**config.mk**
```make
export PLATFORM = sky130hd
export DESIGN_NAME = posit_encode_pipe_flat
export DESIGN_NICKNAME = d
export VERILOG_FILES = /design/src/rtl/posit_encode_pipe_if.sv /design/src/rtl/posit_encode_pipe.sv /design/src/flat_wrapper.sv
export SDC_FILE = /design/constraint.sdc
export NUM_CORES = 1
export LEC_CHECK = 0
export ABC_AREA = 0
export CAP_MARGIN = 20
export CORE_UTILIZATION = 40
export DETAILED_ROUTE_END_ITERATION = 10
export GPL_ROUTABILITY_DRIVEN = 0
export GPL_TIMING_DRIVEN = 0
export PLACE_DENSITY = 0.59
export SYNTH_ARGS = -nofsm -noshare
export SYNTH_HDL_FRONTEND = slang
export SYNTH_SLANG_ARGS = --single-unit
```
**constraint.sdc**
```tcl
create_clock -name clk -period 4.9 [get_ports clk]
set_input_delay 0.98 -clock clk [delete_from_list [all_inputs] [get_ports clk]]
set_output_delay 0.98 -clock clk [all_outputs]
set_load 0.05 [all_outputs]
```
**src/rtl/posit_encode_pipe_if.sv**
```systemverilog
// rtl/posit_encode_pipe_if.sv - valid/ready stream bundle for the posit encoder
// Flag signals exist only when POSIT_ENCODE_FLAGS_EN is defined.
interface posit_encode_pipe_if #(
  parameter int NBITS = 32,
  parameter int SER_W = 38
);
  logic             in_valid;
  logic             in_ready;
  logic [SER_W-1:0] in_data;
  logic             out_valid;
  logic             out_ready;
  logic [NBITS-1:0] out_result;
`ifdef POSIT_ENCODE_FLAGS_EN
  logic             out_inexact;
  logic             out_saturated;

  modport slave (
    input  in_valid, in_data, out_ready,
    output in_ready, out_valid, out_result, out_inexact, out_saturated
  );
  modport master (
    output in_valid, in_data, out_ready,
    input  in_ready, out_valid, out_result, out_inexact, out_saturated
  );
`else
  modport slave (
    input  in_valid, in_data, out_ready,
    output in_ready, out_valid, out_result
  );
  modport master (
    output in_valid, in_data, out_ready,
    input  in_ready, out_valid, out_result
  );
`endif
endinterface

```
**src/rtl/posit_encode_pipe.sv**
```systemverilog
// rtl/posit_encode_pipe.sv - 3-stage serialized-to-posit32 (ES=2) encoder, RNE
// Optional POSIT_ENCODE_FLAGS_EN adds registered out_inexact/out_saturated.
module posit_encode_pipe #(
  parameter int NBITS = 32,
  parameter int ES    = 2,
  parameter int SER_W = 38
) (
  input  logic               clk,
  input  logic               rst_n,
  posit_encode_pipe_if.slave bus
);
  localparam logic signed [7:0] SAT_HI = 8'sd120;
  localparam logic signed [7:0] SAT_LO = -8'sd120;

  logic advance;
  assign advance      = ~bus.out_valid | bus.out_ready;
  assign bus.in_ready = advance;

  // S1 decode: scale[7:2] read as signed is exactly floor(scale/4)
  logic signed [7:0] in_scale;
  logic              s1_sat_hi_d, s1_sat_lo_d;
  assign in_scale    = bus.in_data[SER_W-2 -: 8];
  assign s1_sat_hi_d = in_scale > SAT_HI;
  assign s1_sat_lo_d = in_scale < SAT_LO;

  logic          s1_valid_q, s1_sgn_q, s1_sat_hi_q, s1_sat_lo_q, s1_inf_q, s1_zero_q;
  logic [5:0]    s1_k_q;
  logic [ES-1:0] s1_e_q;
  logic [26:0]   s1_frac_q;

  // S2 assemble: regime word OR'd with {e, fraction} shifted past the regime
  logic [5:0]  k_neg, rlen;
  logic [63:0] reg_word, tail_word, word;
  always_comb begin
    k_neg = 6'd0 - s1_k_q;
    if (!s1_k_q[5]) begin
      reg_word = ~({64{1'b1}} >> (s1_k_q + 6'd1));
      rlen     = s1_k_q + 6'd2;
    end else begin
      reg_word = 64'h8000_0000_0000_0000 >> k_neg;
      rlen     = k_neg + 6'd1;
    end
    tail_word = {s1_e_q, s1_frac_q, 35'd0} >> rlen;
    word      = reg_word | tail_word;
  end

  logic        s2_valid_q, s2_sgn_q, s2_guard_q, s2_sticky_q;
  logic        s2_sat_hi_q, s2_sat_lo_q, s2_inf_q, s2_zero_q;
  logic [30:0] s2_body_q;

  // S3 round to nearest even, clamp into [minpos, maxpos], apply sign and specials
  logic        round_up, clamp_hi, clamp_lo;
  logic [31:0] rounded, mag, res_d;
  always_comb begin
    round_up = s2_guard_q & (s2_body_q[0] | s2_sticky_q);
    rounded  = {1'b0, s2_body_q} + {31'd0, round_up};
    clamp_hi = rounded[31];
    clamp_lo = (rounded == 32'd0);
    if (s2_sat_hi_q || clamp_hi)      mag = 32'h7FFF_FFFF;
    else if (s2_sat_lo_q || clamp_lo) mag = 32'h0000_0001;
    else                              mag = rounded;
    res_d = s2_sgn_q ? (32'd0 - mag) : mag;
    if (s2_inf_q)       res_d = 32'h8000_0000;
    else if (s2_zero_q) res_d = 32'h0000_0000;
  end

  logic             out_valid_q;
  logic [NBITS-1:0] out_result_q;
  assign bus.out_valid  = out_valid_q;
  assign bus.out_result = out_result_q;

`ifdef POSIT_ENCODE_FLAGS_EN
  logic special, inexact_d, saturated_d, out_inexact_q, out_saturated_q;
  assign special     = s2_inf_q | s2_zero_q;
  assign inexact_d   = ~special & (s2_guard_q | s2_sticky_q | s2_sat_hi_q | s2_sat_lo_q);
  assign saturated_d = ~special & (s2_sat_hi_q | s2_sat_lo_q | clamp_hi | clamp_lo);
  assign bus.out_inexact   = out_inexact_q;
  assign bus.out_saturated = out_saturated_q;

  always_ff @(posedge clk or negedge rst_n) begin
    if (!rst_n) begin
      out_inexact_q   <= 1'b0;
      out_saturated_q <= 1'b0;
    end else if (advance) begin
      out_inexact_q   <= inexact_d;
      out_saturated_q <= saturated_d;
    end
  end
`endif

  always_ff @(posedge clk or negedge rst_n) begin
    if (!rst_n) begin
      s1_valid_q   <= 1'b0;
      s1_sgn_q     <= 1'b0;
      s1_k_q       <= '0;
      s1_e_q       <= '0;
      s1_frac_q    <= '0;
      s1_sat_hi_q  <= 1'b0;
      s1_sat_lo_q  <= 1'b0;
      s1_inf_q     <= 1'b0;
      s1_zero_q    <= 1'b0;
      s2_valid_q   <= 1'b0;
      s2_sgn_q     <= 1'b0;
      s2_body_q    <= '0;
      s2_guard_q   <= 1'b0;
      s2_sticky_q  <= 1'b0;
      s2_sat_hi_q  <= 1'b0;
      s2_sat_lo_q  <= 1'b0;
      s2_inf_q     <= 1'b0;
      s2_zero_q    <= 1'b0;
      out_valid_q  <= 1'b0;
      out_result_q <= '0;
    end else if (advance) begin
      s1_valid_q   <= bus.in_valid;
      s1_sgn_q     <= bus.in_data[SER_W-1];
      s1_k_q       <= in_scale[7:2];
      s1_e_q       <= in_scale[ES-1:0];
      s1_frac_q    <= bus.in_data[28:2];
      s1_sat_hi_q  <= s1_sat_hi_d;
      s1_sat_lo_q  <= s1_sat_lo_d;
      s1_inf_q     <= bus.in_data[1];
      s1_zero_q    <= bus.in_data[0];
      s2_valid_q   <= s1_valid_q;
      s2_sgn_q     <= s1_sgn_q;
      s2_body_q    <= word[63:33];
      s2_guard_q   <= word[32];
      s2_sticky_q  <= |word[31:0];
      s2_sat_hi_q  <= s1_sat_hi_q;
      s2_sat_lo_q  <= s1_sat_lo_q;
      s2_inf_q     <= s1_inf_q;
      s2_zero_q    <= s1_zero_q;
      out_valid_q  <= s2_valid_q;
      out_result_q <= res_d;
    end
  end
endmodule
```
**src/flat_wrapper.sv**
```systemverilog
// flat-port wrapper written by rule: the top's interface ports become plain ports
module posit_encode_pipe_flat 
#(
  parameter int NBITS = 32,
  parameter int ES    = 2,
  parameter int SER_W = 38
)
  (clk, rst_n, bus_in_valid, bus_in_data, bus_out_ready, bus_in_ready, bus_out_valid, bus_out_result);
  posit_encode_pipe_if #(.NBITS(NBITS), .SER_W(SER_W)) bus_i ();
  input  logic clk;
  input  logic rst_n;
  input wire logic [$bits(bus_i.in_valid)-1:0] bus_in_valid;
  input wire logic [$bits(bus_i.in_data)-1:0] bus_in_data;
  input wire logic [$bits(bus_i.out_ready)-1:0] bus_out_ready;
  output wire logic [$bits(bus_i.in_ready)-1:0] bus_in_ready;
  output wire logic [$bits(bus_i.out_valid)-1:0] bus_out_valid;
  output wire logic [$bits(bus_i.out_result)-1:0] bus_out_result;
  assign bus_i.in_valid = bus_in_valid;
  assign bus_i.in_data = bus_in_data;
  assign bus_i.out_ready = bus_out_ready;
  assign bus_in_ready = bus_i.in_ready;
  assign bus_out_valid = bus_i.out_valid;
  assign bus_out_result = bus_i.out_result;
  posit_encode_pipe #(.NBITS(NBITS), .ES(ES), .SER_W(SER_W)) u_core (.clk(clk), .rst_n(rst_n), .bus(bus_i));
endmodule
```
; ---- Word level (Yosys, flattened, before mapping)
; Cells that the tools add are included.
; Widths: inputs -> output; s select.
[classes]
n_addsub = 6
n_lt_le_gt_ge = 2
n_shift = 3
n_mux = 7
n_bitwise = 6
n_reduce_logical = 4
[ops]
columns = op, n
row1 = $mux 32, 5
row2 = $shr 64x6->64 const A, 2
row3 = $mux 64, 1
row4 = $not 64->64, 1
row5 = $or 64x64->64, 1
row6 = $shr 64x6->64, 1
row7 = $add 31x1->32, 1
row8 = $logic_not 32->1, 1
row9 = $reduce_or 32->1, 1
row10 = $sub 1x32->32 const A, 1
row11 = $add 6x1->6 const B, 2
row12 = $gt 8x8->1 const B, 1
row13 = $lt 8x8->1 const B, 1
row14 = $add 6x2->6 const B, 1
row15 = $mux 6, 1
row16 = $sub 1x6->6 const A, 1
row17 = $logic_or 1x1->1, 2
row18 = $or 1x1->1, 2
row19 = $and 1x1->1, 1
row20 = $not 1->1, 1
[totals]
register_bits = 113
inputBits = 42
output_inout_bits = 34
wordCells = 48

; ---- Longest topological paths before layout
; Gate-level depths: netlist of run 1.
[depth]
depth_word = 11
mapped_depth = 21
ltp_nobuf = 20

; ---- Worst setup path before layout of run 1
; OpenSTA, ideal clock, no wires.
[synth_timing]
path_kind = register to register
startpoint = reg u_core.s2_body_q[0]
endpoint = reg u_core.out_result_q[24], in the netlist u_core.bus.out_result[24]
setup_time_ns = 0.121
t_arrival_ns = 4.780
required_ns = 4.779
setup_slack_ns = -0.001
stages_incl_launch_ff = 21
path_buffers = 1
period_less_slack_ns = 4.901
path_cell_list = dfrtp_1 > o21a_1 > ha_1 > ha_1 > nand3_1 > nor3_4 > and4_4 > mux2_1 > or4_4 > o41ai_4 > buf_2 > nor3_1 > ha_1 > nand2_1 > o41ai_1 > and2_1 > o21ai_0 > nor2_1 > mux2_1 > a221o_1 > a22o_1
[synth_via]
elab_chain_cells = 11
elab_cells_between_ends = 12
classes_between = add/sub (2) / mux (5) / bitwise (2) / reduce/logical (3)
[synth_rtl]
columns = element, line
row1 = from (decl), posit_encode_pipe.sv:49  ; logic [30:0] s2_body_q;
row2 = from (signal assigned), posit_encode_pipe.sv:125  ; s2_body_q <= word[63:33];
row3 = $or 1x1->1, posit_encode_pipe.sv:55  ; round_up = s2_guard_q & (s2_body_q[0] | s2_sticky_q);
row4 = $and 1x1->1, posit_encode_pipe.sv:55
row5 = $add 31x1->32 *, posit_encode_pipe.sv:56  ; rounded = {1'b0, s2_body_q} + {31'd0, round_up};
row6 = $logic_not 32->1, posit_encode_pipe.sv:58  ; clamp_lo = (rounded == 32'd0);
row7 = $logic_or 1x1->1, posit_encode_pipe.sv:60  ; else if (s2_sat_lo_q || clamp_lo) mag = 32'h0000_0001;
row8 = $mux 32, posit_encode_pipe.sv:60
row9 = $mux 32 *, posit_encode_pipe.sv:59  ; if (s2_sat_hi_q || clamp_hi) mag = 32'h7FFF_FFFF;
row10 = $sub 1x32->32, posit_encode_pipe.sv:62  ; res_d = s2_sgn_q ? (32'd0 - mag) : mag;
row11 = $mux 32 *, posit_encode_pipe.sv:62
row12 = $mux 32 *, posit_encode_pipe.sv:64  ; else if (s2_zero_q) res_d = 32'h0000_0000;
row13 = $mux 32 *, posit_encode_pipe.sv:63  ; if (s2_inf_q) res_d = 32'h8000_0000;
row14 = to (signal assigned), posit_encode_pipe.sv:133  ; out_result_q <= res_d;
row15 = to (decl), posit_encode_pipe.sv:68  ; logic [NBITS-1:0] out_result_q;
; Mark *: on every way between the ends. The rest lies on a longest branch, timed or not.
; A chain may end at the register's enable or synchronous reset.

; ---- Final worst setup path of run 1
; Ends and elaborated chain as after synthesis.

==> results of run 1 <==
[sequential cells by signal (all words and copies together), names as in the netlist]
name and cells:
u_core.s1_valid_q 1, u_core.s1_zero_q 1, u_core.s2_sat_hi_q 1, u_core.s2_guard_q 1, u_core.s2_inf_q 1, u_core.s1_frac_q 27
u_core.s2_sgn_q 1, u_core.s1_sat_lo_q 1, u_core.s1_inf_q 1, u_core.bus.out_valid 1, u_core.s2_sat_lo_q 1, u_core.s2_valid_q 1
u_core.bus.out_result 32, u_core.s1_k_q 6, u_core.s2_zero_q 1, u_core.s2_body_q 31, u_core.s1_e_q 2, u_core.s1_sgn_q 1
u_core.s2_sticky_q 1, u_core.s1_sat_hi_q 1
[layer usage]
| layer | global-route usage [%] | share of wire, % | vias up |
|---|---|---|---|
| met4 | 13.9 | 4.6 | 0 |
| met5 | 0 | 0 | - |
| met1 | 40.5 | 42 | 5026 |
| li1 | - | - | 4777 |
| met2 | 45.6 | 44 | 654 |
| met3 | 6.22 | 9.3 | 135 |
[Yosys cell counts, types with 25 or more instances]
library cell / instances
mux2i_1: 30
nand2_1: 231
nor3_1: 29
a21oi_1: 67
a31oi_1: 31
clkbuf_1: 52
nor2_1: 98
xor2_1: 25
dfrtp_1: 113
nand3_1: 60
o21ai_0: 83
xnor2_1: 34
[path summary, 6_finish.rpt]
path	to	cells past startpoint	slack, ns	startpoint
worst max register to register	u_core.bus.out_result[24]	20	0.07	u_core.s2_body_q[0]
worst min register to register	u_core.s2_valid_q	2	0.46	u_core.s2_valid_q
worst min-delay path	u_core.s1_k_q[4]	1	0.43	rst_n
min in group clk	u_core.s2_valid_q	2	0.46	u_core.s2_valid_q
worst max-delay path	u_core.bus.out_result[24]	20	0.07	u_core.s2_body_q[0]
max in group asynchronous	u_core.bus.out_result[28]	2	3.72	rst_n
[repair_timing]
action / 4_1_cts / 5_1_grt
pin swaps: 2 / 19
setup endpoints to repair: 36 / 16
setup buffers: 4 / 21
resized for setup: 38 / 37
[cell type report]
class	instances	share of cell area [%]
plain buffers	87	3.40
clock inverters	15	1.36
inverters	13	0.414
clock buffers	17	3.61
multi-input cells	1008	55.6
flip-flops and latches	113	24.0
well taps	313	3.33
repair buffers	102	8.28
[stage by stage]
| step | area, µm² | util (%) | hold WS [ns] | total power (µW) | instances |
|---|---|---|---|---|---|
| after floorplan | 9470 | - | 0.430 | 5360 | 1223 |
| after global placement | 10600 | 46.3 | 0.442 | 6970 | 1611 |
| after detailed placement | 10600 | 46.4 | 0.446 | 6990 | 1612 |
| after CTS | 11400 | 49.9 | 0.437 | 8430 | 1647 |
| after global routing | 11800 | 51.4 | 0.460 | 9310 | 1668 |
| final | 11800 | 51.4 | 0.435 | 8860 | 1668 |
[cell families (layout without fill, tap and decap cells)]
logic type | after synthesis | in the layout | synth area share [%]
xor gates and xnor gates | 59 | 59 | 5.46
adders and majority gates | 15 | 15 | 1.98
buffers and inverters | 102 | 234 | 4.69
DFF | 113 | 113 | 29.9
muxes | 48 | 48 | 5.91
AOI/OAI and AO/OA | 355 | 355 | 25.5
and+or+nand+nor | 531 | 531 | 26.6
[cell usage in the layout (no fill, tap or decap), types with 6 or more instances in the layout]
cell type        count
dfrtp_1            113
nand2b_1            10
nor2b_1              9
a211oi_1            11
a21oi_1             63
mux2_2              11
clkdlybuf4s50_1     74
buf_2               16
inv_1               12
or3_1                7
buf_4               36
o21ai_1              7
clkbuf_1            49
o31ai_1             12
o22a_1               6
xor2_1              24
clkbuf_16           17
buf_1                8
xnor2_1             31
nor2_1              97
o21ai_0             81
a31oi_1             29
and3_1              14
nand4_1             17
a22oi_1             11
nand3_1             57
mux2i_1             27
inv_6                6
o21a_1              10
o221ai_1            16
a32oi_1             10
o211ai_1             9
nor4_1               8
o22ai_1             10
nand2_1            227
nor3_1              26
ha_1                12
[critical path, stage by stage (launching register included)]
cell     delay (ns)
dfrtp_1        0.41
o21a_1         0.19
ha_4           0.16
ha_4           0.18
nand3_4        0.11
nor3_4         0.22
and4_4         0.26
mux2_4         0.31
or4_4          0.54
o41ai_4        0.44
buf_6          0.17
nor3_1         0.06
ha_2           0.25
nand2_2        0.09
o41ai_4        0.09
and2_4         0.21
o21ai_4        0.11
nor2_1         0.06
mux2_1         0.29
a221o_1        0.36
a22o_1         0.20
[power groups by stage]
| stage | logic (µW) | clock network, µW | registers (µW) |
|---|---|---|---|
| floorplan | 3500 | 0 | 1850 |
| global placement | 5380 | 0 | 1580 |
| detailed placement | 5400 | 0 | 1590 |
| CTS | 5530 | 1300 | 1600 |
| global route | 6330 | 1330 | 1650 |
| finish | 5970 | 1290 | 1610 |
==> results_dict.tcl, run 1 <==
set metrics [dict create \
    final_setup_violation_count 0 \
    syn-cell-area_mm2 0.00946 \
    crit_path_start_kind "register" \
    pwr-share-seq_pct 18.1 \
    area.sequential_mm2 0.00283 \
    drtIter0Drc 1358 \
    synth.yosys.warnings 0 \
    total_neg_setup_slack_ns 0 \
    n_fill_cell 2251 \
    final.setup_skew_ns 0.0172 \
    status "finished, final reports clean" \
    antennaDiodeCount 0 \
    fin_crit_sh_pct 98.6 \
    design.die.area_mm2 0.0243 \
    route.detailed.drc 0 \
    max-cap-violations 0 \
    cts_root_buf "clkbuf_16" \
    synth_cells 1223 \
    start_util_pct 41.3 \
    total_vias_in_the_final_route 10600 \
    boundaryPins 76 \
    async_reset_ff_share_pct 100 \
    clk-insertion-delay-late_ns 0.44 \
    place_worst_setup_slack_ns -1.20 \
    cts.sink_count 113 \
    power_frac_comb_pct 67.3 \
    clkPwrFrac_pct 14.5 \
    path_class "register to register" \
    detail_route.wirelength_mm 36.1 \
    net-switching-power_uw 4740 \
    dominant_cells_by_area_after_synthesis "dfrtp_1 (30%), nand2_1 (9.2%), o21ai_0 (4.4%)" \
    die_h_um 156 \
    setup_ws_ns 0.0685 \
    max_freq_mhz 207 \
    route.detailed.wl_per_inst_um 21.6 \
    synth.lib_cells_used.distinct 84 \
    synth-edff-count 0 \
    fp.dieW_um 156 \
    first_pass_grt_wire_length_mm 56.2 \
    cp.arrival_ns 5.16 \
    clk_path_buf_depth 2 \
    synth_top_flop_cell "dfrtp_1" \
    final_max_slew_viol_count 0 \
    core_mm2 0.0229 \
    power.density_mw_per_mm2 753 \
    critical_path.max_fanout 5 \
    end_kind "register" \
    grt-ovfl-total 0 \
    worst_pin_slew_ns 1.07 \
    worst_ir_drop_vdd_uv 275 \
    multi_input_comb_area_mm2 0.00655 \
    syn2layout_area_growth_pct 24.4 \
    synth_seq_area_share_pct 29.9 \
    post_route_cells_drive_above_1_share_pct 13.6 \
    ys_seq_elements 113 \
    initial_antenna_violation_count 0 \
    grt_start_max_net_pins 81 \
    syn_nets 1280 \
    dp.final_hpwl_mm 27.0 \
    synth_area_per_cell_um2 7.74 \
    power_switching_share_pct 53.4 \
    fp-row-count 55 \
    gr-usage-all-layers_pct 29.9 \
    cts_inserted_buffers 17 \
    clk_pin_slew_ns 0.07 \
    nets 1399 \
    antenna_left 0 \
    worst-endpoint-required_ns 5.23 \
    final_hold_viol_count 0 \
    postCtsHoldBufs 0 \
    timing.max_slew.rel_slack_pct 28.0 \
    number_of_global_route_vias_before_repair 9859 \
    first_pass_iters 9 \
    cts_tree "built" \
    min_period_ns 4.83 \
    port_buffers 75 \
    post-synth-top-area-fraction_pct 29.9 \
    route.detailed.vias_per_inst 6.35 \
    cell_internal_pwr_uw 4130 \
    synth.largest_area_cell "dfrtp_1" \
    power_leakage_uw 0.00476 \
    worstHoldPathType "input pin to async pin" \
    h_tree_level_count 4 \
]
Power figures use the tool's default switching activity.
==> run 2, diff against run 1 <==
--- a/config.mk
+++ b/config.mk
@@ -7,11 +7,11 @@
 export LEC_CHECK = 0
 export ABC_AREA = 0
 export CAP_MARGIN = 20
-export CORE_UTILIZATION = 40
+export CORE_UTILIZATION = 54
 export DETAILED_ROUTE_END_ITERATION = 10
 export GPL_ROUTABILITY_DRIVEN = 0
 export GPL_TIMING_DRIVEN = 0
-export PLACE_DENSITY = 0.59
+export PLACE_DENSITY = 0.76
 export SYNTH_ARGS = -nofsm -noshare
 export SYNTH_HDL_FRONTEND = slang
 export SYNTH_SLANG_ARGS = --single-unit
==> run 2 against run 1 <==
Clock skew up 0.0044 ns. Utilization up 16 points. Largest power group unchanged. Critical path type unchanged. Combinational power down 2%. Non-clock buffer count down 8. Sequential power about the same. Sequential share of layout area up 0.49 points. Register-to-register slack about the same. Routed wire length down 5.3%. Global-route usage up 8.4 points. Critical path depth unchanged. Via count up 3.1%.
==> results_dict.tcl, run 2 (synthesized netlist as in run 1, its figures left out) <==
set metrics [dict create \
    route.met2.wl_mm 14.6 \
    path_class "register to register" \
    dp.final_hpwl_mm 24.6 \
    cts_inserted_buffers 17 \
    port_buffers 75 \
    status "finished, final reports clean" \
    final_max_slew_viol_count 0 \
    first_pass_iters 7 \
    grt_start_max_net_pins 95 \
    clkPwrFrac_pct 15.1 \
    timing.max_slew.rel_slack_pct 25.0 \
    final_hold_viol_count 0 \
    n_fill_cell 1495 \
    syn2layout_area_growth_pct 22.0 \
    worstHoldPathType "input pin to async pin" \
    critical_path.max_stage_delay_ns 0.58 \
    route.detailed.vias_per_inst 6.95 \
    clk-insertion-delay-late_ns 0.45 \
    fin_crit_sh_pct 98.5 \
    end_kind "register" \
    power.density_mw_per_mm2 763 \
    power_leakage_uw 0.00469 \
    worst-endpoint-required_ns 5.20 \
    dp_cells 1524 \
    cts.sink_count 113 \
    cts_tree "built" \
    critical_path_cell_list "o21a_1, ha_4, ha_4, and3_1, buf_2, nand3_2, xor2_2, nand3_2, or4_4, nor4_4, nor2_4, a21oi_4, ha_4, nand2_1, o41ai_4, and2_4, a21oi_1, a211oi_2, xor2_1, o21ai_0" \
    worst_path_max_delay_cell "or4_4" \
    crit_path_start "u_core.s2_sticky_q" \
    antennaDiodeCount 0 \
    clk_pin_slew_ns 0.06 \
    cts_root_buf "clkbuf_16" \
    route.detailed.wl_per_inst_um 21.7 \
    worst_ir_drop_vdd_uv 350 \
    pwr-share-seq_pct 18.2 \
    place_worst_setup_slack_ns -1.10 \
    start_util_pct 55.1 \
    max-cap-violations 0 \
    cp.arrival_ns 5.13 \
    worst_pin_slew_ns 1.12 \
    largest_reg_flops 32 \
    critical_path.max_fanout 6 \
    worst-path-buf-inv 1 \
    gr-usage-all-layers_pct 38.3 \
    detail_route.wirelength_mm 34.2 \
    critical-path-top-delay-family "simple AND/OR/NAND/NOR gates" \
    clk_path_buf_depth 2 \
    route.detailed.drc 0 \
    nets 1391 \
    total_vias_in_the_final_route 10900 \
    final_setup_violation_count 0 \
    power_switching_share_pct 53.0 \
    die_h_um 134 \
    power_frac_comb_pct 66.8 \
    h_tree_level_count 4 \
    first_pass_grt_wire_length_mm 53.5 \
    setup_ws_ns 0.0716 \
    fp.dieW_um 134 \
    net-switching-power_uw 4670 \
    final.setup_skew_ns 0.0216 \
    fp-row-count 48 \
    wl_met1_mm 13.0 \
    finish.cell_count_without_fillers 1572 \
    total_neg_setup_slack_ns 0 \
    power.total_uw 8810 \
    dr_wl_met3_mm 4.58 \
    mostFrequentLayoutCell "nand2_1" \
    dr.max_layer_used "met4" \
    crit_path_start_kind "register" \
    drtIter0Drc 1593 \
    timing.critical_path.mode_cell "ha_4" \
    design.die.area_mm2 0.0181 \
    most_frequent_cells_in_the_layout "nand2_1 (230), dfrtp_1 (112), nor2_1 (96)" \
    max_freq_mhz 207 \
    antenna_left 0 \
    crit-reg2reg-launch "u_core.s2_sticky_q" \
    reg2reg_setup_slack_ns 0.07 \
    min_period_ns 4.83 \
    cell_internal_pwr_uw 4140 \
    post_route_cells_drive_above_1_share_pct 12.3 \
    core_mm2 0.0172 \
    initial_antenna_violation_count 0 \
    number_of_global_route_vias_before_repair 10100 \
    postCtsHoldBufs 0 \
    grt-ovfl-total 0 \
    boundaryPins 76 \
]
## run 2: cell type report
class,instances,area [µm²],share of cell area [%]
buffer,88,405,3.51
clock buffer,17,425,3.68
clock inverter,15,184,1.59
inverter,13,48.8,0.423
multi-input combinational,1008,6470,56.0
sequential,113,2830,24.5
tap,225,282,2.44
timing repair buffer,93,905,7.84
## run 2: what timing repair did
item	4_1_cts	5_1_grt
setup endpoints to repair	31	18
buffers inserted	5	11
endpoints found under the hold margin	0	0
gates resized for setup	29	28
pin swaps	3	16
## run 2: final timing paths
path | end | cells after the start
worst min register to register | u_core.s2_valid_q | 2
max in group asynchronous | u_core.bus.out_result[21] | 2
worst min-delay path | u_core.s1_k_q[4] | 1
worst max-delay path | u_core.bus.out_result[28] | 20
min in group clk | u_core.s2_valid_q | 2
worst max register to register | u_core.bus.out_result[28] | 20
## run 2: through the flow
| step | instance area, µm² | util, % | hold slack, ns |
|---|---|---|---|
| floorplan | 9470 | - | 0.430 |
| global placement | 10500 | 61.1 | 0.444 |
| global route | 11500 | 67.2 | 0.394 |
| CTS | 11300 | 65.9 | 0.386 |
| detailed placement | 10500 | 61.3 | 0.449 |
| finish | 11500 | 67.2 | 0.383 |
## run 2: power by group through the flow
stage	sequential [µW]	clock [µW]	combinational [µW]
floorplan	1850	0	3500
global placement	1570	0	5240
detailed placement	1580	0	5290
CTS	1590	1330	5430
global route	1630	1370	6210
finish	1600	1330	5880
## run 2: routing by layer
metal / track usage (%) / vias up
met5: 0 / -
met4: 19.7 / 0
met3: 12.3 / 228
met2: 56.7 / 883
met1: 49.9 / 5048
li1: - / 4760
